--- config.mk ---
export PLATFORM = sky130hd
export DESIGN_NAME = sprite_print_engine
export DESIGN_NICKNAME = d
export VERILOG_FILES = /design/src/rtl/print_pkg.sv /design/src/rtl/print_cycle_counter.sv /design/src/rtl/sprite_print_engine.sv
export SDC_FILE = /design/constraint.sdc
export NUM_CORES = 1
export LEC_CHECK = 0
export ABC_CLOCK_PERIOD_IN_PS = 1900
export CAP_MARGIN = 20
export CELL_PAD_IN_SITES_DETAIL_PLACEMENT = 1
export CELL_PAD_IN_SITES_GLOBAL_PLACEMENT = 1
export CORE_AREA = 2 2 92 94
export CTS_BUF_LIST = sky130_fd_sc_hd__clkbuf_4 sky130_fd_sc_hd__clkbuf_8 sky130_fd_sc_hd__clkbuf_16
export DETAILED_ROUTE_END_ITERATION = 8
export DIE_AREA = 0 0 94 96
export DONT_BUFFER_PORTS = 1
export PLACE_DENSITY_LB_ADDON = 0.1
export SETUP_SLACK_MARGIN = 0.4
export SYNTH_ARGS = -nofsm -noshare
export SYNTH_HDL_FRONTEND = slang
export SYNTH_SLANG_ARGS = --single-unit
--- constraint.sdc ---
create_clock -name clk -period 1.9 [get_ports clk]
set_clock_uncertainty 0.05 [all_clocks]
set_input_delay 0.19 -clock clk [delete_from_list [all_inputs] [get_ports clk]]
set_output_delay 0.19 -clock clk [all_outputs]
set_load 0.05 [all_outputs]
--- src/rtl/print_pkg.sv ---
// Shared state encodings, default constants and width helper for the sprite print engine.
package print_pkg;

    typedef logic [1:0] state_t;

    localparam state_t IDLE      = 2'd0;
    localparam state_t WAIT_RESP = 2'd1;
    localparam state_t SPRITE    = 2'd2;
    localparam state_t BG_HOLD   = 2'd3;

    localparam int unsigned DEF_BG_CODE  = 1;
    localparam int unsigned DEF_ADDR_W   = 14;
    localparam int unsigned DEF_BG_ADDR  = (2 ** DEF_ADDR_W) - 1;
    localparam int unsigned DEF_V_ACTIVE = 480;

    // Bits needed to hold 0..n-1, never less than one.
    function automatic int unsigned cnt_width(input int unsigned n);
        return (n <= 1) ? 1 : $clog2(n);
    endfunction

endpackage

--- src/rtl/print_cycle_counter.sv ---
// Loadable up/down cycle counter; terminal_o flags Limit when counting up, zero when counting down.
module print_cycle_counter #(
    parameter int unsigned Width = 4,
    parameter int unsigned Limit = 0
) (
    input  logic             clk,
    input  logic             reset,
    input  logic             load_i,
    input  logic [Width-1:0] load_val_i,
    input  logic             en_i,
    input  logic             up_i,
    output logic [Width-1:0] count_o,
    output logic             terminal_o
);

    localparam logic [Width-1:0] LimitV = Width'(Limit);

    logic [Width-1:0] count_q, count_d;

    always_comb begin
        count_d = count_q;
        if (load_i) begin
            count_d = load_val_i;
        end else if (en_i) begin
            count_d = up_i ? count_q + 1'b1 : count_q - 1'b1;
        end
    end

    always_ff @(posedge clk or negedge reset) begin
        if (!reset) begin
            count_q <= '0;
        end else begin
            count_q <= count_d;
        end
    end

    assign count_o    = count_q;
    assign terminal_o = (count_q == (up_i ? LimitV : '0));

endmodule

--- src/rtl/sprite_print_engine.sv ---
// Per-pixel print controller: coordinate lookup handshake, then background fetch or sprite line.
module sprite_print_engine
    import print_pkg::*;
#(
    parameter int unsigned X_W      = 10,
    parameter int unsigned Y_W      = 10,
    parameter int unsigned ADDR_W   = DEF_ADDR_W,
    parameter int unsigned DATA_W   = 32,
    parameter int unsigned BG_CODE  = DEF_BG_CODE,
    parameter int unsigned BG_ADDR  = (2 ** ADDR_W) - 1,
    parameter int unsigned BG_WAIT  = 2,
    parameter int unsigned SPRITE_W = 20,
    parameter int unsigned TIMEOUT  = 8,
    parameter int unsigned V_ACTIVE = DEF_V_ACTIVE
) (
    input  logic                             clk,
    input  logic                             reset,
    input  logic                             active_area,
    input  logic [X_W-1:0]                   pixel_x,
    input  logic [Y_W-1:0]                   pixel_y,
    input  logic [DATA_W-1:0]                data_reg,
    input  logic                             data_valid,
    output logic                             check_req,
    output logic [X_W+Y_W-1:0]               check_value,
    output logic                             mem_rd,
    output logic [ADDR_W-1:0]                memory_address,
    output logic [DATA_W-1:0]                sprite_datas,
    output logic                             sprite_on,
    output logic [cnt_width(SPRITE_W)-1:0]   sprite_col,
    output logic                             printing_screen,
    output logic                             timeout_err
);

    localparam int unsigned COL_W  = cnt_width(SPRITE_W);
    localparam int unsigned WAIT_N = (TIMEOUT > BG_WAIT) ? TIMEOUT : BG_WAIT;
    localparam int unsigned WAIT_W = cnt_width(WAIT_N);

    localparam logic [DATA_W-1:0] BgCodeV  = DATA_W'(BG_CODE);
    localparam logic [ADDR_W-1:0] BgAddrV  = ADDR_W'(BG_ADDR);
    localparam logic [Y_W:0]      VActiveV = (Y_W + 1)'(V_ACTIVE);
    localparam logic [WAIT_W-1:0] TmoLoad  = WAIT_W'(TIMEOUT - 1);
    localparam logic [WAIT_W-1:0] BgLoad   = WAIT_W'(BG_WAIT - 1);

    state_t              state_q, state_d;
    logic                check_req_q, check_req_d;
    logic [X_W+Y_W-1:0]  check_value_q, check_value_d;
    logic                mem_rd_q, mem_rd_d;
    logic [ADDR_W-1:0]   mem_addr_q, mem_addr_d;
    logic [DATA_W-1:0]   sprite_datas_q, sprite_datas_d;
    logic                sprite_on_q, sprite_on_d;
    logic                timeout_err_q, timeout_err_d;
    logic                printing_q;

    logic                col_load, col_en, col_term;
    logic [COL_W-1:0]    col_cnt;
    logic                wait_load, wait_en, wait_term;
    logic [WAIT_W-1:0]   wait_load_val, wait_cnt;
    logic                unused_wait_cnt;

    print_cycle_counter #(
        .Width (COL_W),
        .Limit (SPRITE_W - 1)
    ) u_col_cnt (
        .clk        (clk),
        .reset      (reset),
        .load_i     (col_load),
        .load_val_i ('0),
        .en_i       (col_en),
        .up_i       (1'b1),
        .count_o    (col_cnt),
        .terminal_o (col_term)
    );

    // Shared between the response timeout and the background hold; the state selects the use.
    print_cycle_counter #(
        .Width (WAIT_W),
        .Limit (0)
    ) u_wait_cnt (
        .clk        (clk),
        .reset      (reset),
        .load_i     (wait_load),
        .load_val_i (wait_load_val),
        .en_i       (wait_en),
        .up_i       (1'b0),
        .count_o    (wait_cnt),
        .terminal_o (wait_term)
    );

    assign unused_wait_cnt = ^wait_cnt;

    always_comb begin
        state_d        = state_q;
        check_req_d    = 1'b0;
        mem_rd_d       = 1'b0;
        timeout_err_d  = 1'b0;
        check_value_d  = check_value_q;
        mem_addr_d     = mem_addr_q;
        sprite_datas_d = sprite_datas_q;
        sprite_on_d    = sprite_on_q;
        col_load       = 1'b0;
        col_en         = 1'b0;
        wait_load      = 1'b0;
        wait_load_val  = TmoLoad;
        wait_en        = 1'b0;

        case (state_q)
            IDLE: begin
                if (active_area) begin
                    check_value_d = {pixel_x, pixel_y};
                    check_req_d   = 1'b1;
                    wait_load     = 1'b1;
                    wait_load_val = TmoLoad;
                    state_d       = WAIT_RESP;
                end
            end
            WAIT_RESP: begin
                // A response on the expiry cycle still counts, so data_valid is tested first.
                if (data_valid && (data_reg != BgCodeV)) begin
                    sprite_datas_d = data_reg;
                    sprite_on_d    = 1'b1;
                    col_load       = 1'b1;
                    state_d        = SPRITE;
                end else if (data_valid || wait_term) begin
                    timeout_err_d = !data_valid;
                    mem_addr_d    = BgAddrV;
                    mem_rd_d      = 1'b1;
                    wait_load     = 1'b1;
                    wait_load_val = BgLoad;
                    state_d       = BG_HOLD;
                end else begin
                    wait_en = 1'b1;
                end
            end
            SPRITE: begin
                if (!active_area || col_term) begin
                    sprite_on_d = 1'b0;
                    col_load    = 1'b1;
                    state_d     = IDLE;
                end else begin
                    col_en = 1'b1;
                end
            end
            BG_HOLD: begin
                if (wait_term) begin
                    state_d = IDLE;
                end else begin
                    wait_en = 1'b1;
                end
            end
            default: begin
                sprite_on_d = 1'b0;
                col_load    = 1'b1;
                state_d     = IDLE;
            end
        endcase
    end

    always_ff @(posedge clk or negedge reset) begin
        if (!reset) begin
            state_q        <= IDLE;
            check_req_q    <= 1'b0;
            check_value_q  <= '0;
            mem_rd_q       <= 1'b0;
            mem_addr_q     <= '0;
            sprite_datas_q <= '0;
            sprite_on_q    <= 1'b0;
            timeout_err_q  <= 1'b0;
            printing_q     <= 1'b0;
        end else begin
            state_q        <= state_d;
            check_req_q    <= check_req_d;
            check_value_q  <= check_value_d;
            mem_rd_q       <= mem_rd_d;
            mem_addr_q     <= mem_addr_d;
            sprite_datas_q <= sprite_datas_d;
            sprite_on_q    <= sprite_on_d;
            timeout_err_q  <= timeout_err_d;
            printing_q     <= ({1'b0, pixel_y} < VActiveV);
        end
    end

    assign check_req       = check_req_q;
    assign check_value     = check_value_q;
    assign mem_rd          = mem_rd_q;
    assign memory_address  = mem_addr_q;
    assign sprite_datas    = sprite_datas_q;
    assign sprite_on       = sprite_on_q;
    assign sprite_col      = col_cnt;
    assign printing_screen = printing_q;
    assign timeout_err     = timeout_err_q;

endmodule

# ---- Word-level counts from Yosys, hierarchy flattened
# Cells that the tools add are included.
dict set report op_classes {
  n_eq_ne 10
  n_mux 34
  reduce_logical 15
  add_sub_neg 2
  order_cmp 1
  bitwise 1
}
# op count
set ops {}
lappend ops {{!= test 32 x 1 -> 1 bit (second input constant)} 1}
lappend ops {{two-way mux 1 bit} 17}
lappend ops {{two-way mux 3 bit} 5}
lappend ops {{less-than comparator 10 x 9 -> 1 bit (second input constant)} 1}
lappend ops {{two-way mux 2 bit} 5}
lappend ops {{two-way mux 5 bit} 2}
lappend ops {{!= test 2 bit (second input constant)} 4}
lappend ops {{case mux 1 bit (2 select lines)} 4}
lappend ops {{case mux 2 bit (4 select lines)} 1}
lappend ops {{AND reduction 3 bit} 2}
lappend ops {{nonzero test 2 bit} 3}
lappend ops {{adder 5 x 1 -> 5 bit (second input constant)} 1}
lappend ops {{equality test 5 bit (second input constant)} 1}
lappend ops {{equality test 2 bit (second input constant)} 2}
lappend ops {{AND reduction 2 bit} 2}
lappend ops {{AND reduction 4 bit} 1}
lappend ops {{zero test 3 bit} 1}
lappend ops {{!= test 3 bit (second input constant)} 1}
lappend ops {{subtractor 3 x 1 -> 3 bit (second input constant)} 1}
lappend ops {{equality test 2 x 1 -> 1 bit (second input constant)} 1}
lappend ops {{zero test 1 bit} 2}
lappend ops {{zero test 2 bit} 1}
lappend ops {{logical OR 1 bit} 2}
lappend ops {{logical AND 1 bit} 1}
lappend ops {{inverter 1 bit} 1}
dict set report word_totals {
  ff_bits 68
  inputBits 56
  wordCells 74
  output_inout_bits 76
}

# ---- Logic depth before layout (Yosys ltp)
# Gate-level depths: netlist (run 1).
dict set report depth {
  ltp_word 7
  ltp_mapped 7
}

# ---- Modules after synthesis
# From an unflattened synthesis (run 1), not the netlist that was laid out.
dict set report unflattened {
  hier_cells 256
  area_unflattened_um2 3225.6
}
# mod instances cells_per_inst area_per_inst_um2
set by_module_without_submodules {}
lappend by_module_without_submodules {sprite_print_engine 1 191 2616.3}
lappend by_module_without_submodules {{print_cycle_counter at u_col_cnt} 1 47 426.7}
lappend by_module_without_submodules {{print_cycle_counter at u_wait_cnt} 1 18 182.7}

# ---- Least setup slack after synthesis (run 1)
# OpenSTA, ideal clock, no wires.
dict set report synth_timing {
  path_type {flip-flop to flip-flop}
  from {register u_col_cnt.count_q[0] (netlist: u_col_cnt.count_o[0])}
  to {register state_q[1]}
  setup_time_ns 0.125
  required_time_ns 1.725
  stages_incl_launch_ff 7
  arrival_time_ns 1.858
  synth_period_minus_slack_ns 2.033
  setup_slack_ns -0.133
  path_cell_list {dfrtp_1 -> ha_1 -> nand2_1 -> o31a_1 -> a21boi_0 -> o21ai_0 -> mux2_2}
}
dict set report synth_via {
  elab_chain_cells 4
}
# item line
set synth_lines {}
lappend synth_lines {{from (decl)} print_cycle_counter.sv:18} ;# logic [Width-1:0] count_q, count_d;
lappend synth_lines {{from (signal assigned)} print_cycle_counter.sv:33} ;# count_q <= count_d;
lappend synth_lines {{equality test 5 bit} print_cycle_counter.sv:38} ;# assign terminal_o = (count_q == (up_i ? LimitV : '0));
lappend synth_lines {{logical OR 1 bit} sprite_print_engine.sv:135} ;# if (!active_area || col_term) begin
lappend synth_lines {{!= test 2 bit (no source line)} n/a}
lappend synth_lines {{AND reduction 4 bit (no source line)} n/a}
lappend synth_lines {{to (signal assigned)} sprite_print_engine.sv:170} ;# state_q <= state_d;
lappend synth_lines {{to (decl)} sprite_print_engine.sv:44} ;# state_t state_q, state_d;
# Every way passes these cells.
# A chain may end at the register's enable or synchronous reset.

# ---- Worst setup path in the final report (run 1)
dict set report layout_timing {
  from {register state_q[1]}
  to {register sprite_datas_q[4] (netlist: sprite_datas[4])}
}
dict set report layout_via {
  elab_chain_cells 2
}
# item line
set layout_lines {}
lappend layout_lines {{equality test 2 x 1 -> 1 bit} sprite_print_engine.sv:106} ;# case (state_q)
lappend layout_lines {{AND reduction 2 bit (no source line)} n/a}
lappend layout_lines {{to (signal assigned)} sprite_print_engine.sv:175} ;# sprite_datas_q <= sprite_datas_d;
lappend layout_lines {{to (decl)} sprite_print_engine.sv:49} ;# logic [DATA_W-1:0] sprite_datas_q, sprite_datas_d;
# Every way passes these cells.

==> results of run 1 <==
logic make-up (layout without fill, tap and decap cells):
kind of cell | after synthesis | count (layout)
XOR/XNOR | 2 | 2
multiplexers | 54 | 54
AND/OR/NAND/NOR | 34 | 34
adder cells (fa/ha/maj) | 8 | 8
AO/OA/AOI/OAI | 25 | 25
flip-flops | 68 | 68
buffers and inverters | 31 | 105
metal layers:
layer | wire length [µm] | vias up | part of all wire (%) | global-route usage [%]
met2 | 4270 | 102 | 54 | 32.0
met5 | 0 | - | 0 | 0
met3 | 701 | 16 | 8.8 | 6.81
met1 | 2850 | 1027 | 36 | 17.1
met4 | 156 | 0 | 2.0 | 7.61
li1 | - | 904 | - | -
synth_stat cells:
library cell / count / area share, %
sky130_fd_sc_hd__nor4b_1: 1 / 0.28
sky130_fd_sc_hd__nor4_1: 7 / 1.4
sky130_fd_sc_hd__ha_1: 8 / 3.2
sky130_fd_sc_hd__mux2_2: 23 / 8.3
sky130_fd_sc_hd__a41oi_1: 1 / 0.28
sky130_fd_sc_hd__inv_1: 11 / 1.3
sky130_fd_sc_hd__a22oi_1: 1 / 0.24
sky130_fd_sc_hd__a21oi_1: 6 / 0.96
sky130_fd_sc_hd__buf_4: 13 / 3.1
sky130_fd_sc_hd__nand2_1: 9 / 1.1
sky130_fd_sc_hd__buf_12: 3 / 1.9
sky130_fd_sc_hd__clkbuf_1: 1 / 0.12
sky130_fd_sc_hd__o31a_1: 1 / 0.28
sky130_fd_sc_hd__a32oi_1: 1 / 0.28
sky130_fd_sc_hd__a2bb2oi_1: 1 / 0.28
sky130_fd_sc_hd__nand4_1: 1 / 0.20
sky130_fd_sc_hd__xnor2_1: 2 / 0.56
sky130_fd_sc_hd__nor2_1: 4 / 0.48
sky130_fd_sc_hd__nand2b_1: 3 / 0.60
sky130_fd_sc_hd__o21ai_2: 1 / 0.28
sky130_fd_sc_hd__and3_2: 1 / 0.24
sky130_fd_sc_hd__o21a_1: 2 / 0.48
sky130_fd_sc_hd__a221oi_1: 2 / 0.56
sky130_fd_sc_hd__a21boi_0: 2 / 0.48
sky130_fd_sc_hd__buf_6: 1 / 0.36
sky130_fd_sc_hd__buf_1: 2 / 0.24
sky130_fd_sc_hd__o21ai_0: 5 / 0.80
sky130_fd_sc_hd__nand3_1: 3 / 0.48
sky130_fd_sc_hd__dfrtp_1: 68 / 55
sky130_fd_sc_hd__mux2i_1: 1 / 0.32
sky130_fd_sc_hd__and2_1: 1 / 0.20
sky130_fd_sc_hd__a311o_1: 1 / 0.32
sky130_fd_sc_hd__nor3_2: 1 / 0.32
sky130_fd_sc_hd__nor2b_1: 2 / 0.40
sky130_fd_sc_hd__mux2_4: 30 / 14
sky130_fd_sc_hd__or2_1: 1 / 0.20
sky130_fd_sc_hd__a31oi_1: 1 / 0.20
what timing repair did:
item,in CTS,in global routing
setup buffers,6,0
endpoints found under the setup margin,79,75
cloned,0,3
pin swaps,5,3
endpoints found under the hold margin,122,69
hold buffers,53,1
gates resized for setup,18,19
critical path, cell delays in order, from the launching register on:
cell and delay [ns]:
sky130_fd_sc_hd__dfrtp_1 0.40, sky130_fd_sc_hd__inv_2 0.09, sky130_fd_sc_hd__ha_4 0.15, sky130_fd_sc_hd__nand2_1 0.08, sky130_fd_sc_hd__or2_4 0.28, sky130_fd_sc_hd__buf_12 0.17
sky130_fd_sc_hd__mux2_4 0.30
cell type report:
class / count / area (µm²) / share of cell area [%]
flip-flops and latches: 68 / 1710 / 39.8
clock buffers: 9 / 124 / 2.88
inverters: 11 / 41.3 / 0.961
well taps: 105 / 131 / 3.06
clock inverters: 7 / 75.1 / 1.75
repair buffers: 78 / 837 / 19.5
multi-input cells: 123 / 1380 / 32.1
how the worst max path moves through the flow:
| stage | endpoint | slack (ns) | cells past startpoint |
|---|---|---|---|
| 3_5_place_dp | sprite_datas[28] | 0.03 | 6 |
| 4_1_cts | state_q[1] | 0.24 | 7 |
| 5_1_grt | sprite_on | 0.21 | 6 |
| 6_report | sprite_datas[4] | 0.26 | 6 |
| 3_3_place_gp | sprite_datas[19] | 0.07 | 6 |
| 2_1_floorplan | sprite_on | 0.12 | 6 |
sequential cells by signal (all words and copies together), names as in the netlist:
register            cells
check_req               1
state_q                 2
u_col_cnt.count_o       5
sprite_datas           32
memory_address          1
printing_screen         1
u_wait_cnt.count_o      3
sprite_on               1
timeout_err             1
mem_rd                  1
check_value            20
per-stage QoR:
stage,cells,worst slack [ns]
6_report,401,0.258
5_1_grt,401,0.206
4_1_cts,397,0.240
3_5_place_dp,322,0.0303
3_3_place_gp,322,0.0693
2_1_floorplan,222,0.125
==> impl_metrics.ini, run 1 <==
[status]
failing_checks = negative hold slack
outcome = finished, violations left

[sta]
slew_violations = 0
rsz0062_at_grt = true
timing_worst_slew_pin_value_ns = 0.516
fin_crit_sh_pct = 86.4
tns_ns = 0
post-route-min-period_ns = 1.64
final_hold_viol_count = 68
setup_violations = 0
max-slew-margin-rel_pct = 65.6
max_freq_mhz = 609
hold_ws_ns = -0.519

[worst_setup_path]
crit_path_start = state_q[1]
critical_register_to_register_path_startpoint = state_q[1]
worstSetupStartpointType = register
worstRegToRegCells = 6
critPathArrivalTime_ns = 1.82
cp_max_fo = 15
critical_path.reg2reg.endpoint = sprite_datas[4]
critical_path_required_ns = 2.08
timing.reg2reg.setup_slack_ns = 0.26
worstSetupEndpointType = register
path_class = register to register

[placed_design]
placement_cell_area_mm2 = 0.00330
place.gp.congestion = 0.684
place_hpwl_um = 4820
io_buffer_count = 0

[global_routing]
groute.usage.overall_pct = 17.3
first_global_vias = 2457
global_route.overflow_total = 0
grt_max_degree = 69
grt_pass1_wl_um = 11800
number_of_antenna_violations_at_the_first_check_in_global_routing = 0

[clocking]
tritoncts_clock_tree = done
clockRootBuffer = sky130_fd_sc_hd__clkbuf_8
h-tree-depth = 3
clk_path_buf_depth = 2
tritoncts_num_sinks = 68
cts.reportedPaths.clkPinSlew_ns = 0.08
tritoncts.num_buffers = 9
insertion_delay_ns = 0.34

[synth]
syn_area_per_cell_um2 = 14.0
yosys_register_bits = 68
synth_top_family_by_area = multiplexers
yosysSeqAreaShare_pct = 54.6
netlist_instances = 222
yosysWarningCount = 0
synth-compound-area-share_pct = 5.46
synth.distinct_cells = 37
synth_xor_xnor_area_share_pct = 0.562
synth_adder_area_share_pct = 3.21
synth_simple_gate_area_share_pct = 5.91
muxShareOfSynthArea_pct = 23.1
syn-num-nets = 286
syn-cell-area_mm2 = 0.00311

[cells_and_area]
final_area_mm2 = 0.00430
area_grow_syn2layout_pct = 38.0
finish.utilization_pct = 53.4
num-fill-cells = 775
proportion_of_layout_cells_with_a_drive_suffix_above_1_pct = 41.2
most-common-layout-cells = 64 x sky130_fd_sc_hd__dfrtp_1, 54 x sky130_fd_sc_hd__dlygate4sd3_1, 41 x sky130_fd_sc_hd__mux2_4
antenna_cells_inserted = 0
fin_nets = 355
layout_commonest_cell = sky130_fd_sc_hd__dfrtp_1

[worst_hold_path]
path_type_of_the_worst_min_delay_path = input port to async pin

[floorplanning]
row_count = 33
core_area_mm2 = 0.00805
fp.dieW_um = 94
design.portCount = 132
floorplan.initialDensity_pct = 38.7
die_height_um = 96
die-area_mm2 = 0.00902

[drt]
via_count = 2049
detailedRoute.firstPassIterationCount = 4
drt.antenna.violating_nets = 0
wl_per_cell_um = 19.9
routed_wirelength_um = 7980
route.detailed.drc = 0
vias_per_cell = 5.11
dr.first_iter.drc_count = 30

[run]
maxCapViolCount = 0
Power of run 1 is left out: the tool's default activity adds up to more than one toggle a clock period on the data nets, which glitch-free logic cannot reach.
==> run 2, diff against run 1 <==
--- a/config.mk
+++ b/config.mk
@@ -17,2 +17,3 @@
 export PLACE_DENSITY_LB_ADDON = 0.1
+export RECOVER_POWER = 100
 export SETUP_SLACK_MARGIN = 0.4
==> constraint.sdc (replaced) <==
create_clock -name clk -period 1.9 [get_ports clk]
set_clock_uncertainty 0.05 [all_clocks]
set_input_delay 0.38 -clock clk [delete_from_list [all_inputs] [get_ports clk]]
set_output_delay 0.38 -clock clk [all_outputs]
set_load 0.05 [all_outputs]
==> impl_metrics.ini, run 2 (synthesis gave the netlist of run 1 again) <==
[worst_setup_path]
path_class = register to register
worstSetupEndpointType = register
cp_max_fo = 6
critPathArrivalTime_ns = 1.88
worstSetupStartpointType = register
critical_path_required_ns = 2.07

[clocking]
tritoncts_num_sinks = 68
tritoncts.num_buffers = 9
tritoncts_clock_tree = done
clk_path_buf_depth = 2
insertion_delay_ns = 0.33
cts.reportedPaths.clkPinSlew_ns = 0.08
h-tree-depth = 3
clockRootBuffer = sky130_fd_sc_hd__clkbuf_8

[sta]
tns_ns = 0
post-route-min-period_ns = 1.71
fin_crit_sh_pct = 90.0
setup_violations = 0
final_hold_viol_count = 68
slew_violations = 0
rsz0062_at_grt = true
max-slew-margin-rel_pct = 65.2
timing_worst_slew_pin_value_ns = 0.522
max_freq_mhz = 585
hold_ws_ns = -0.322

[drt]
route.detailed.drc = 0
via_count = 1888
drt.antenna.violating_nets = 0
dr.first_iter.drc_count = 30
wl_per_cell_um = 21.0
detailedRoute.firstPassIterationCount = 4
routed_wirelength_um = 7630
vias_per_cell = 5.20

[global_routing]
first_global_vias = 2234
number_of_antenna_violations_at_the_first_check_in_global_routing = 0
grt_max_degree = 69
global_route.overflow_total = 0
groute.usage.overall_pct = 18.0
grt_pass1_wl_um = 12100

[status]
outcome = finished, violations left
failing_checks = negative hold slack

[placed_design]
place.gp.congestion = 0.758
place_hpwl_um = 5260
io_buffer_count = 0

[floorplanning]
core_area_mm2 = 0.00805
floorplan.initialDensity_pct = 38.7
design.portCount = 132
row_count = 33
fp.dieW_um = 94
die_height_um = 96
die-area_mm2 = 0.00902

[cells_and_area]
fin_nets = 317
layout_commonest_cell = sky130_fd_sc_hd__dfrtp_1
most-common-layout-cells = 65 x sky130_fd_sc_hd__dfrtp_1, 23 x sky130_fd_sc_hd__mux2_2, 19 x sky130_fd_sc_hd__mux2_1
flip_flop_count_of_the_largest_register_all_copies_and_words_added = 32
area_grow_syn2layout_pct = 23.1
proportion_of_layout_cells_with_a_drive_suffix_above_1_pct = 48.4
antenna_cells_inserted = 0

[run]
maxCapViolCount = 0

[worst_hold_path]
path_type_of_the_worst_min_delay_path = input port to async pin
[run 2: cell types whose count changed in the layout (fill, tap and decap cells not counted), moves of 2 or more]
cell / previous run / this run
sky130_fd_sc_hd__buf_6: 1 / 7
sky130_fd_sc_hd__clkbuf_4: 0 / 2
sky130_fd_sc_hd__dlygate4sd3_1: 54 / 0
sky130_fd_sc_hd__clkbuf_2: 0 / 6
sky130_fd_sc_hd__clkinv_4: 3 / 1
sky130_fd_sc_hd__mux2_4: 41 / 11
sky130_fd_sc_hd__buf_4: 15 / 17
sky130_fd_sc_hd__nand2b_1: 2 / 0
sky130_fd_sc_hd__nand2b_4: 1 / 3
sky130_fd_sc_hd__nor4_2: 1 / 4
sky130_fd_sc_hd__clkbuf_1: 0 / 3
sky130_fd_sc_hd__mux2_1: 0 / 19
sky130_fd_sc_hd__nor4_1: 5 / 2
sky130_fd_sc_hd__mux2_2: 12 / 23
[run 2: critical path, stage by stage (launching register included)]
cell and delay, ns:
sky130_fd_sc_hd__dfrtp_1 0.45, sky130_fd_sc_hd__ha_4 0.18, sky130_fd_sc_hd__nand2_1 0.09, sky130_fd_sc_hd__or2_4 0.33
sky130_fd_sc_hd__clkbuf_16 0.18, sky130_fd_sc_hd__mux2_1 0.31
[run 2: metrics by stage]
stage	worst slack [ns]	instance area [µm²]	utilization (%)	cells	hold WS, ns
floorplan	0.0715	3200	-	222	0.0344
global placement	-0.0460	3330	41.3	326	0.0362
detailed placement	-0.123	3330	41.3	326	0.0361
CTS	0.226	3830	47.6	355	-0.344
global route	0.0875	3830	47.6	363	-0.354
finish	0.189	3830	47.6	363	-0.322
[run 2: path summary, 6_finish.rpt]
path | endpoint | depth (start not counted) | startpoint | slack [ns]
max in group asynchronous | u_col_cnt.count_o[1] | 0 | reset | 2.01
min in group clk | printing_screen | 1 | pixel_y[9] | 0.06
setup / recovery | sprite_datas[24] | 5 | state_q[0] | 0.19
hold / removal | sprite_datas[10] | 0 | reset | -0.32
hold reg to reg | u_wait_cnt.count_o[1] | 3 | u_wait_cnt.count_o[1] | 0.58
setup reg to reg | sprite_datas[24] | 5 | state_q[0] | 0.19
[run 2: per-layer routing]
layer	vias up	wire length (µm)	GRT usage [%]	part of all wire, %
met1	923	2850	19.8	37
met3	19	769	7.52	10
li1	831	-	-	-
met5	-	0	0	0
met4	0	197	8.57	2.6
met2	115	3810	30.2	50
[run 2: area by class of cell]
class,count,area (µm²)
fillers,827,4220
flip-flops and latches,68,1710
multi-input cells,123,1350
repair buffers,40,400
clock buffers,12,153
well taps,105,131
clock inverters,4,48.8
inverters,11,41.3
[run 2: repair_timing]
item | 4_1_cts | 5_1_grt
setup endpoints to repair | 79 | 79
buffers inserted | 10 | 6
hold endpoints to repair | 68 | 68
gates cloned | 3 | 2
pin swaps | 3 | 4
gates resized for setup | 46 | 13
Power of run 2 is left out for the same reason.
==> run 3, diff against run 2 <==
Settings changed: CTS_BUF_LIST sky130_fd_sc_hd__clkbuf_4 sky130_fd_sc_hd__clkbuf_8 sky130_fd_sc_hd__clkbuf_16 to unset, SKIP_LAST_GASP set to 1.
==> impl_metrics.ini, run 3 (synthesis gave the netlist of run 1 again) <==
[status]
outcome = finished, violations left
failing_checks = negative hold slack

[clocking]
tritoncts_clock_tree = done
tritoncts_num_sinks = 68
h-tree-depth = 3
clk_path_buf_depth = 2
clockRootBuffer = sky130_fd_sc_hd__clkbuf_8
cts.reportedPaths.clkPinSlew_ns = 0.08
tritoncts.num_buffers = 9
insertion_delay_ns = 0.33

[global_routing]
grt_max_degree = 69
groute.usage.overall_pct = 18.0
first_global_vias = 2235
global_route.overflow_total = 0
grt_pass1_wl_um = 12100
number_of_antenna_violations_at_the_first_check_in_global_routing = 0

[sta]
fin_crit_sh_pct = 90.0
post-route-min-period_ns = 1.71
max_freq_mhz = 585
rsz0062_at_grt = true
hold_ws_ns = -0.322
slew_violations = 0
final_hold_viol_count = 68
timing_worst_slew_pin_value_ns = 0.519
tns_ns = 0
max-slew-margin-rel_pct = 65.4
setup_violations = 0
fin_ws_ns = 0.191

[drt]
dr.first_iter.drc_count = 22
vias_per_cell = 5.25
route.detailed.drc = 0
detailedRoute.firstPassIterationCount = 4
routed_wirelength_um = 7660
via_count = 1904
wl_per_cell_um = 21.1
drt.antenna.violating_nets = 0

[placed_design]
place.gp.congestion = 0.758
io_buffer_count = 0
preCtsSetupSlack_ns = -0.123
dpl.cell_count = 326
place_hpwl_um = 5260

[cells_and_area]
flip_flop_count_of_the_largest_register_all_copies_and_words_added = 32
proportion_of_layout_cells_with_a_drive_suffix_above_1_pct = 49.2
finish.utilization_pct = 47.0
antenna_cells_inserted = 0
layout_commonest_cell = sky130_fd_sc_hd__dfrtp_1
num-fill-cells = 835
layoutNonFillerInstCount = 363
most-common-layout-cells = 65 x sky130_fd_sc_hd__dfrtp_1, 23 x sky130_fd_sc_hd__mux2_2, 17 x sky130_fd_sc_hd__buf_4
fin_nets = 317
area_grow_syn2layout_pct = 21.5

[floorplanning]
fp.dieW_um = 94
die-area_mm2 = 0.00902
core_area_mm2 = 0.00805
design.portCount = 132
floorplan.initialDensity_pct = 38.7
row_count = 33
die_height_um = 96

[worst_setup_path]
critical_path_required_ns = 2.06
critPathArrivalTime_ns = 1.87
worstSetupStartpointType = register
cp_max_fo = 5
path_class = register to register
worstSetupEndpointType = register

[run]
maxCapViolCount = 0

[worst_hold_path]
path_type_of_the_worst_min_delay_path = input port to async pin
-- run 3: routing by layer --
metal	routed length, µm	vias up	share of wire [%]	GRT usage, %
li1	-	830	-	-
met1	2870	949	37	19.8
met2	3860	108	50	30.2
met3	747	17	9.7	7.52
met4	182	0	2.4	8.57
met5	0	-	0	0
-- run 3: path summary, 6_finish.rpt --
| check | slack [ns] | end | startpoint | cells past startpoint |
|---|---|---|---|---|
| worst max-delay path | 0.19 | check_value[19] | state_q[0] | 6 |
| worst min-delay path | -0.32 | sprite_datas[10] | reset | 0 |
| worst max register to register | 0.19 | check_value[19] | state_q[0] | 6 |
| worst min register to register | 0.58 | u_wait_cnt.count_o[1] | u_wait_cnt.count_o[1] | 3 |
| max in group asynchronous | 2.01 | memory_address[0] | reset | 0 |
| min in group clk | 0.06 | printing_screen | pixel_y[9] | 1 |
-- run 3: final cells by class --
class,instances,area (µm²),area share [%]
Tap cell,105,131,3.47
Multi-Input combinational cell,123,1370,36.3
Sequential cell,68,1710,45.1
Timing Repair Buffer,40,335,8.86
Inverter,11,41.3,1.09
Clock inverter,4,48.8,1.29
Clock buffer,12,145,3.84
-- run 3: critical path, stage by stage (launching register included) --
cell and delay, ns:
sky130_fd_sc_hd__dfrtp_1 0.45, sky130_fd_sc_hd__clkbuf_1 0.12, sky130_fd_sc_hd__inv_1 0.11, sky130_fd_sc_hd__ha_4 0.21
sky130_fd_sc_hd__nand2_8 0.09, sky130_fd_sc_hd__clkbuf_2 0.19, sky130_fd_sc_hd__mux2_2 0.35
-- run 3: per-stage QoR --
| step | hold slack, ns | area, µm² |
|---|---|---|
| after detailed placement | 0.0361 | 3330 |
| after global routing | -0.354 | 3780 |
| after CTS | -0.343 | 3830 |
| after floorplan | 0.0344 | 3200 |
| final | -0.322 | 3780 |
| after global placement | 0.0362 | 3330 |
-- run 3: what timing repair did --
action / in CTS / in global routing
endpoints found under the hold margin: 68 / 68
gates cloned: 3 / 2
buffers inserted: 10 / 6
setup endpoints to repair: 79 / 79
gates resized for setup: 46 / 13
pin swaps: 3 / 4
Power of run 3 is left out for the same reason.
==> RTL edit, RTL diff (flow settings as in run 2) <==
The parameter `BG_WAIT` goes from 2 to 1.
--- a/src/rtl/sprite_print_engine.sv
+++ b/src/rtl/sprite_print_engine.sv
@@ -9,5 +9,5 @@
     parameter int unsigned BG_CODE  = DEF_BG_CODE,
     parameter int unsigned BG_ADDR  = (2 ** ADDR_W) - 1,
-    parameter int unsigned BG_WAIT  = 2,
+    parameter int unsigned BG_WAIT  = 1,
     parameter int unsigned SPRITE_W = 20,
     parameter int unsigned TIMEOUT  = 8,
Behaviour: not the same (a bounded check fails within 10 cycles, from zero or initial values and one cycle with reset low).
==> RTL edit against run 2 <==
The flow still finishes with violations (negative hold slack). Sequential cell count stayed put. Worst setup slack worse by 31 ps. Core utilization is 0.12 points higher. Final area is 0.26% higher. Wire length is 1.5% higher. Global-route usage is 0.85 points lower. Synthesized cell count is 0.90% lower. Synthesized area is 3.4% lower. Critical path depth is 1 higher.
Power is not shown: default switching activity piles up to over one toggle a cycle in this logic, so the estimate is an artifact.
==> RTL edit: results <==
# TYPE chip_impl_metric gauge
chip_impl_metric{name="worst-path-max-fanout",unit=""} 8
chip_impl_metric{name="placement.setup.worst_slack",unit="ps"} -61.7
chip_impl_info{name="run_status",value="finished, violations left"} 1
chip_impl_metric{name="hold_ws",unit="ps"} -316
chip_impl_info{name="timing.rr.start",value="state_q[1]"} 1
chip_impl_metric{name="grt_usage",unit=""} 0.171
chip_impl_metric{name="grt_pass1_vias",unit=""} 2235
chip_impl_metric{name="drt_first_iter_violations",unit=""} 33
chip_impl_info{name="netlist_top_cells_count",value="sky130_fd_sc_hd__dfrtp_1 (68), sky130_fd_sc_hd__mux2_2 (54), sky130_fd_sc_hd__buf_4 (14)"} 1
chip_impl_metric{name="fmax",unit="MHz"} 574
chip_impl_metric{name="dp_hpwl",unit="um"} 5310
chip_impl_metric{name="hold_violations",unit=""} 68
chip_impl_metric{name="fin_nets",unit=""} 315
chip_impl_info{name="netlist_top_cells_area",value="sky130_fd_sc_hd__dfrtp_1 (57%), sky130_fd_sc_hd__mux2_2 (20%), sky130_fd_sc_hd__buf_4 (3.5%)"} 1
chip_impl_metric{name="cts_max_level",unit=""} 3
chip_impl_metric{name="worst-r2r-cell-count",unit=""} 6
chip_impl_metric{name="gpl.final_weighted_congestion",unit=""} 0.799
chip_impl_metric{name="drive_gt1_frac",unit=""} 0.465
chip_impl_metric{name="routed_wirelength",unit="um"} 7740
chip_impl_metric{name="clock_latency",unit="ps"} 330
chip_impl_metric{name="worst_slew_slack_as_a_fraction_of_its_limit",unit=""} 0.560
chip_impl_metric{name="synth.yosys.seq_area_share",unit=""} 0.565
chip_impl_info{name="crit-reg2reg-capture",value="sprite_datas[14]"} 1
chip_impl_info{name="violations",value="negative hold slack"} 1
chip_impl_metric{name="grt_first_pass_wirelength",unit="um"} 11600
chip_impl_metric{name="worstPathArrival",unit="ps"} 1900
chip_impl_metric{name="vias",unit=""} 1914
==> RTL edit: changes by cell type in the layout (fill, tap and decap cells not counted), moves of 3 or more <==
cell / run 2 / this run
sky130_fd_sc_hd__o211a_1: 0 / 5
sky130_fd_sc_hd__mux2_4: 11 / 7
sky130_fd_sc_hd__nand4_1: 1 / 4
sky130_fd_sc_hd__nand2_1: 6 / 9
sky130_fd_sc_hd__a21oi_1: 5 / 2
sky130_fd_sc_hd__nor4_4: 1 / 6
sky130_fd_sc_hd__mux2_2: 23 / 27
==> RTL edit: worst min path at each step <==
stage | from | to | slack (ps) | depth (start not counted)
floorplan | reset | check_req | 30 | 0
global placement | reset | sprite_datas[15] | 40 | 0
detailed placement | reset | sprite_datas[12] | 40 | 0
CTS | reset | sprite_datas[31] | -340 | 0
global route | reset | sprite_datas[29] | -350 | 0
finish | reset | sprite_datas[20] | -320 | 0
==> RTL edit: per-layer routing <==
layer	vias up	routed length (um)	track usage
met3	13	559	0.0681
met1	980	2970	0.195
li1	839	-	-
met4	0	136	0.0688
met5	-	0	0
met2	82	4080	0.290
==> RTL edit: final cells by class <==
cell class,count,share of cell area
clock buffer,12,0.0413
clock inverter,4,0.0124
multi-input combinational,128,0.373
sequential,68,0.445
timing repair buffer,36,0.0866
tap,105,0.0342
inverter,8,0.00781
==> RTL edit: worst max-delay path: stages (launching register included) <==
cell and delay [ps]:
sky130_fd_sc_hd__dfrtp_1 420, sky130_fd_sc_hd__inv_1 160, sky130_fd_sc_hd__ha_4 200, sky130_fd_sc_hd__nand2_4 60, sky130_fd_sc_hd__o21bai_4 220, sky130_fd_sc_hd__clkbuf_16 190, sky130_fd_sc_hd__mux2_1 310
==> RTL edit: cells by family after synthesis <==
logic type,count (synthesis),synth area share
adder cells (fa/ha/maj),8,0.0333
XOR/XNOR,6,0.0175
flip-flops,68,0.565
buffers and inverters,27,0.0586
AO/OA/AOI/OAI,21,0.0541
AND/OR/NAND/NOR,36,0.0690
multiplexers,54,0.202
==> RTL edit: metrics by stage <==
stage                     setup TNS (ps)  area (um^2)  instances  utilization  hold slack [ps]
after floorplan                        0         3230        220            -             34.4
after global placement              -272         3380        325        0.420             36.1
after detailed placement           -1310         3380        325        0.420             35.4
after CTS                              0         3850        351        0.478             -340
after global routing                   0         3840        361        0.477             -348
final                                  0         3840        361        0.477             -316
==> RTL edit: timing repair <==
item	in CTS	in global routing
buffers inserted	10	6
endpoints found under the setup margin	78	77
pin swaps	11	12
endpoints found under the hold margin	68	68
cloned	0	4
resized for setup	41	14
